[config.mk]
export PLATFORM = sky130hd
export DESIGN_NAME = sipo_rx_ctrl
export DESIGN_NICKNAME = d
export VERILOG_FILES = /design/src/rtl/sipo_ctrl_pkg.sv /design/src/rtl/sipo_gap_timer.sv /design/src/rtl/sipo_rx_ctrl.sv
export SDC_FILE = /design/constraint.sdc
export NUM_CORES = 1
export LEC_CHECK = 0
export CAP_MARGIN = 20
export CORE_MARGIN = 3
export CORE_UTILIZATION = 44
export CTS_BUF_LIST = sky130_fd_sc_hd__clkbuf_8
export CTS_CLUSTER_DIAMETER = 60
export DETAILED_ROUTE_END_ITERATION = 10
export PLACE_DENSITY = 0.79
export SLEW_MARGIN = 10
export SYNTH_ARGS = -nofsm -noshare
export SYNTH_HDL_FRONTEND = slang
export SYNTH_SLANG_ARGS = --single-unit
[constraint.sdc]
create_clock -name clk -period 2.08 [get_ports clk]
set_input_delay 0.416 -clock clk [delete_from_list [all_inputs] [get_ports clk]]
set_output_delay 0.416 -clock clk [all_outputs]
set_load 0.1 [all_outputs]
[src/rtl/sipo_ctrl_pkg.sv]
// sipo_ctrl_pkg: shared state type and width helper for the SIPO receive controller
package sipo_ctrl_pkg;

    typedef enum logic [1:0] {
        IDLE    = 2'd0,
        SHIFT   = 2'd1,
        CAPTURE = 2'd2
    } rx_state_e;

    function automatic int cnt_w(input int width);
        return $clog2(width + 1);
    endfunction

endpackage

[src/rtl/sipo_gap_timer.sv]
// sipo_gap_timer: counts idle SHIFT cycles between bit strobes and flags the TIMEOUT-th one
module sipo_gap_timer #(
    parameter int TIMEOUT = 16
) (
    input  logic clk,
    input  logic rst,
    input  logic enable,
    input  logic restart,
    output logic expired
);

    localparam int CW = TIMEOUT > 1 ? $clog2(TIMEOUT + 1) : 1;

    logic [CW-1:0] cnt;

    // idle-cycle counter, held at zero outside the frame and on any strobe
    always_ff @(posedge clk) begin
        if (rst || !enable || restart)
            cnt <= '0;
        else
            cnt <= cnt + CW'(1);
    end

    // the current idle cycle is the TIMEOUT-th in a row; zero TIMEOUT never fires
    assign expired = (TIMEOUT != 0) && enable && !restart && (cnt == CW'(TIMEOUT - 1));

endmodule

[src/rtl/sipo_rx_ctrl.sv]
// sipo_rx_ctrl: frames bit strobes into the external SIPO and hands words out on valid/ready
module sipo_rx_ctrl
    import sipo_ctrl_pkg::*;
#(
    parameter int WIDTH   = 8,
    parameter int TIMEOUT = 16
) (
    input  logic                      clk,
    input  logic                      rst,
    input  logic                      frame_start,
    input  logic                      bit_valid,
    output logic                      shift_en,
    input  logic [WIDTH-1:0]          sipo_data,
    output logic [WIDTH-1:0]          out_data,
    output logic                      out_valid,
    input  logic                      out_ready,
    output logic                      busy,
    output logic [cnt_w(WIDTH)-1:0]   bit_cnt,
    output logic                      frame_err,
    output logic                      overrun,
    input  logic                      err_clr
);

    localparam int BW = cnt_w(WIDTH);

    rx_state_e state, state_next;
    logic      expired;
    logic      last_bit;
    logic      capture;
    logic      free;

    assign last_bit = (state == SHIFT) && bit_valid && (bit_cnt == BW'(WIDTH - 1));
    assign capture  = (state == CAPTURE);
    assign free     = !out_valid || out_ready;

    sipo_gap_timer #(.TIMEOUT(TIMEOUT)) u_gap (
        .clk     (clk),
        .rst     (rst),
        .enable  (state == SHIFT),
        .restart (bit_valid || frame_start),
        .expired (expired)
    );

    // state register
    always_ff @(posedge clk) begin
        if (rst)
            state <= IDLE;
        else
            state <= state_next;
    end

    // frame_start always (re)enters SHIFT, even from CAPTURE and mid-frame
    always_comb begin
        state_next = frame_start                    ? SHIFT   :
                     last_bit                       ? CAPTURE :
                     (state == SHIFT && !expired)   ? SHIFT   : IDLE;
    end

    // SIPO shifts only on strobes that belong to a frame; never during CAPTURE
    always_comb begin
        shift_en = (state == IDLE)  ? frame_start & bit_valid :
                   (state == SHIFT) ? bit_valid               : 1'b0;
        busy     = (state != IDLE);
    end

    // bits shifted so far; a frame_start in CAPTURE restarts at 0 because nothing shifts
    always_ff @(posedge clk) begin
        if (rst)
            bit_cnt <= '0;
        else
            bit_cnt <= (frame_start && !capture)        ? BW'(bit_valid) :
                       (state == SHIFT && bit_valid)    ? bit_cnt + BW'(1) :
                       (state == SHIFT && !expired)     ? bit_cnt :
                                                          '0;
    end

    // holding register, handshake, and error flags; overrun set wins over err_clr
    always_ff @(posedge clk) begin
        if (rst) begin
            out_data  <= '0;
            out_valid <= 1'b0;
            overrun   <= 1'b0;
            frame_err <= 1'b0;
        end else begin
            frame_err <= expired;
            overrun   <= (capture && !free) || (overrun && !err_clr);
            if (capture && free) begin
                out_data  <= sipo_data;
                out_valid <= 1'b1;
            end else if (out_valid && out_ready) begin
                out_valid <= 1'b0;
            end
        end
    end

endmodule
After elaboration in Yosys (flattened, before gate mapping)
Cells that the tools add are included.
{ "classes": {"n_addsub": 2, "n_eq_ne": 6, "n_mux": 10, "n_bitwise": 1, "reduce_logical": 27} }
{ "op_table": {"columns": ["operator", "n"], "rows": [
  ["1-bit logical AND", 10],
  ["4-bit 2-to-1 mux", 2],
  ["1-bit zero test", 7],
  ["1-bit 2-to-1 mux", 7],
  ["5-bit by 1-bit adder with 5-bit output, second input constant", 1],
  ["5-bit by 4-bit == test with 1-bit output, second input constant", 1],
  ["1-bit logical OR", 5],
  ["4-bit by 1-bit adder with 4-bit output, second input constant", 1],
  ["4-bit by 3-bit == test with 1-bit output, second input constant", 1],
  ["2-bit nonzero test", 2],
  ["2-bit OR reduction", 2],
  ["3-bit by 2-bit != test with 1-bit output, second input constant", 1],
  ["2-bit by 1-bit == test with 1-bit output, second input constant", 1],
  ["2-bit == test, second input constant", 1],
  ["2-bit zero test", 1],
  ["2-bit 2-to-1 mux", 1],
  ["2-bit != test, second input constant", 1],
  ["1-bit AND", 1]
]} }
{ "word_totals": {"regBits": 22, "output_inout_bits": 17, "word_cells": 55} }

Depth between registers and ports, before layout
{ "depth": {"ltp_word": 9, "depth_mapped": 7} }

Cells and area by module
Synthesis repeated with hierarchy kept, for this count alone.
{ "hier_totals": {"cells_unflattened": 107, "area_unflattened_um2": 938.4} }
{ "modules_own_cells": {"columns": ["mod", "n_inst", "cells_each", "area_each_um2"], "rows": [
  ["sipo_rx_ctrl", 1, 86, 719.4],
  ["sipo_gap_timer", 1, 21, 219.0]
]} }

Least setup slack after synthesis
No wires, ideal clock.
{ "synth_path": {"path_type": "input -> output", "startpoint": "input port bit_valid", "endpoint": "output port shift_en", "arrival_time_ns": 2.515, "required_ns": 1.664, "path_slack_ns": -0.851, "cell_stages": 2, "path_cell_list": "inv_1 -> nor3_1"} }
{ "synth_via": {"elab_chain_cells": 2, "word_cells_on_any_way": 3, "cone_classes": "mux (2); bitwise (1)"} }
{ "synth_rtl": {"columns": ["element", "line_no", "source"], "rows": [
  ["start: declaration", "sipo_rx_ctrl.sv:11", "input logic bit_valid,"],
  ["1-bit 2-to-1 mux or 1-bit AND (tied branches)", "sipo_rx_ctrl.sv:62, sipo_rx_ctrl.sv:61", null],
  ["1-bit 2-to-1 mux (*)", "sipo_rx_ctrl.sv:61", "shift_en = (state == IDLE) ? frame_start & bit_valid :"],
  ["end: declaration", "sipo_rx_ctrl.sv:12", "output logic shift_en,"]
]} }
Mark *: on every way between the ends. The rest lies on a longest branch, timed or not.

Worst setup path in the final report
{ "layout_path": {"startpoint": "input port frame_start", "endpoint": "output port shift_en"} }
{ "layout_via": {"elab_chain_cells": 2} }
{ "layout_rtl": {"columns": ["element", "line_no", "source"], "rows": [
  ["start: declaration", "sipo_rx_ctrl.sv:10", "input logic frame_start,"],
  ["1-bit AND", "sipo_rx_ctrl.sv:61", null],
  ["1-bit 2-to-1 mux", "sipo_rx_ctrl.sv:61", null]
]} }
No other way between the ends.

==> results by group <==
Yosys
  – Post-synth ARST share: 0
  – Synth Area in Compound Gates: 0.1132
  – XOR/XNOR share of the synthesized area: 0.01980
  – Synthesized-area fraction occupied by adder cells: 0.04243
  – Post-Syn Instances: 95
  – Flip-flop and latch count after synthesis: 22
  – Ranking of synthesized cells by area: dfxtp_1 50%, mux2i_1 9.1%, nor2_1 7.6%
  – Largest family of logic cells by synthesized area: simple AND/OR/NAND/NOR gates
  – Post-synthesis simple-gate area fraction: 0.1867
  – Synth cell types: 26
  – Yosys top cell area share: 0.4979
  – Number of flops mapped to enable cells by yosys: 0
  – Yosys top cell by area: dfxtp_1
  – Main flop type after synthesis: dfxtp_1
  – Post-synthesis mux area share: 0.09052
  – Mean Syn Cell Area: 9.312 um^2
  – Sequential share of the synthesized area: 0.4979
  – Syn nets: 112
  – Mapped Area: 884.6 um^2
  – Yosys warns: 0

Placed design
  – Placed instance area: 1207 um^2
  – Post-Place Worst Slack: 0.1745 ns
  – DPL Wire Length: 1404 um
  – RD Place Congestion: 0.7622
  – Port buffer count: 30

CTS
  – Worst skew pair latency: 0.26 ns
  – CTS resizes: 0
  – H-tree depth: 1
  – Hold buffers post-CTS: 0
  – Post-CTS setup buffers: 0
  – # clock sinks: 22
  – Max Root-Sink Buffers: 2
  – Clk pin slew, worst setup/hold paths: 0.08 ns
  – CTS tree: done
  – CTS root buf: clkbuf_8
  – CTS buffer count: 3

Timing
  – RSZ-0062 raised after global routing: no
  – Max-slew headroom at the worst pin: 0.7361
  – Fin. Hold Viols: 0
  – Endpoints failing setup: 0
  – Max Clk Rate: 516.7 MHz
  – Period minus WS final: 1.935 ns
  – Fin. max-slew vios: 0
  – Final Skew: 0.005589 ns
  – Worst-margin pin slew: 0.3928 ns
  – Worst setup slack after layout: 0.1447 ns
  – Fin crit share: 0.9304
  – Setup TNS Final: 0 ns

Finish
  – Final Instance Area: 1279 um^2
  – Nets: 145
  – Most frequent cells in the layout: 22 x dfxtp_1, 18 x nor2_1, 17 x buf_4, 13 x clkdlybuf4s50_1, 8 x mux2i_1
  – Synth-to-layout area growth: 44.55%
  – Share of cells above drive strength 1: 0.1969
  – Most common cell after layout, fill and taps aside: dfxtp_1
  – FILL cells: 148
  – Antenna cells: 0

Worst setup path
  – Worst EP arrival: 1.52 ns
  – CP delay by family, top: buffers and inverters
  – CP bufs+invs: 2
  – Critical Path Fanout Max: 8
  – Critical Path Start Type: primary input
  – Worst path cell trace: clkdlybuf4s50_1 -> nor2_1 -> nor3_4 -> buf_12
  – Worst Path Required: 1.66 ns
  – Worst R2R Path Depth: 7
  – Crit Path Class: in2out
  – R2R Path End: bit_cnt[3]
  – Slowest-stage cell, CP: clkdlybuf4s50_1
  – R2R setup slack: 0.26 ns
  – Worst Setup End Kind: primary output
  – Worst reg2reg path startpoint: u_gap.cnt[0]
  – Max incr delay on CP: 0.62 ns

Power
  – Pwr Density: 723.2 nW/um^2
  – Leakage power: 0.5116 nW
  – Max VDD drop: 0.0004822 V
  – Logic pwr share: 0.110
  – P_sw: 0.1986 mW
  – Switching share of power: 0.2147
  – Clk pwr share: 0.427
  – Flop pwr share: 0.464
  – P_int: 0.7262 mW

GRT
  – Initial antenna violation count: 0
  – First-pass GRT wire length: 3139 um
  – GR Util All Layers: 0.1610
  – Vias in the first global route: 671
  – Total gr overflow: 0
  – Largest net degree at the start of global routing: 15

Floorplan
  – Initial Util: 0.4859
  – Die height: 50.84 um
  – Rows: 15
  – I/O Pins: 31
  – Die ar.: 2585 um^2
  – Core area: 1821 um^2
  – Chip width: 50.84 um

Hold path
  – Worst Hold End: u_gap.cnt[0]
  – Worst Hold Class: reg2reg
  – Hold depth: 1
  – Hold wc startpoint: u_gap.cnt[0]

Drt
  – Drt wl/cell: 12.75 um
  – Via density per instance: 4.901
  – DRC errors left: 0
  – Drt pass-1 iters: 4
  – Post-Route WL: 1938 um
  – DRT iter0 DRCs: 11
  – Via count: 745
  – DRT antenna net count: 0

Status
  – Status: completed

Run
  – Max Cap Viol: 0
metrics by stage:
| stage | power (mW) | util | cells | hold WS [ns] |
|---|---|---|---|---|
| after floorplan | 0.4918 | - | 95 | 0.4175 |
| after global placement | 0.5383 | 0.6632 | 148 | 0.4374 |
| after detailed placement | 0.5389 | 0.6632 | 148 | 0.4369 |
| after CTS | 0.9320 | 0.7024 | 152 | 0.4534 |
| after global routing | 0.9526 | 0.7024 | 152 | 0.4654 |
| final | 0.9248 | 0.7024 | 152 | 0.4525 |
Yosys cell counts (2+ instances only):
| cell | n |
|---|---|
| nand3_1 | 2 |
| a2bb2oi_1 | 2 |
| ha_1 | 3 |
| mux2i_1 | 8 |
| buf_2 | 2 |
| nand2b_1 | 3 |
| nor2_1 | 18 |
| clkbuf_1 | 2 |
| inv_1 | 7 |
| a21oi_1 | 7 |
| a211oi_1 | 2 |
| nor3_1 | 3 |
| dfxtp_1 | 22 |
| nor2b_1 | 2 |
metal layers:
metal,vias up,GRT usage,share of wire
met5,-,0,0
met3,5,0.04373,0.039
met4,0,0.08072,0.021
li1,387,-,-
met1,340,0.1993,0.46
met2,13,0.2565,0.48
flip-flops by register name, indices dropped and copies added (netlist names):
name,count
u_gap.cnt,5
overrun,1
state,2
frame_err,1
bit_cnt,4
out_valid,1
out_data,8
how the worst max path moves through the flow:
stage                       end  cells past startpoint         from
detailed placement     shift_en                      4  frame_start
global placement       shift_en                      4  frame_start
finish                 shift_en                      4  frame_start
CTS                    shift_en                      4  frame_start
floorplan           out_data[0]                      5    out_valid
global route           shift_en                      4  frame_start
logic make-up after synthesis:
kind of cell / Yosys count
fa+ha+maj: 3
xor+xnor: 2
mux: 8
flops: 22
simple gates: 34
buf+inv: 11
compound gates: 15
final cells by class:
class	count	area (um^2)	share of cell area
inverters	7	26.28	0.02055
flip-flops and latches	22	440.4	0.3444
multi-input cells	62	411.6	0.3219
clock inverters	1	30.03	0.02348
clock buffers	3	41.29	0.03229
repair buffers	32	297.8	0.2329
well taps	25	31.28	0.02446
power by group through the flow:
stage	registers, mW	logic, mW	clock network, mW
floorplan	0.447	0.0443	0
global placement	0.439	0.0998	0
detailed placement	0.439	0.100	0
CTS	0.429	0.102	0.402
global route	0.430	0.107	0.416
finish	0.429	0.101	0.394
Note: power is estimated with default switching activity, not from simulation.
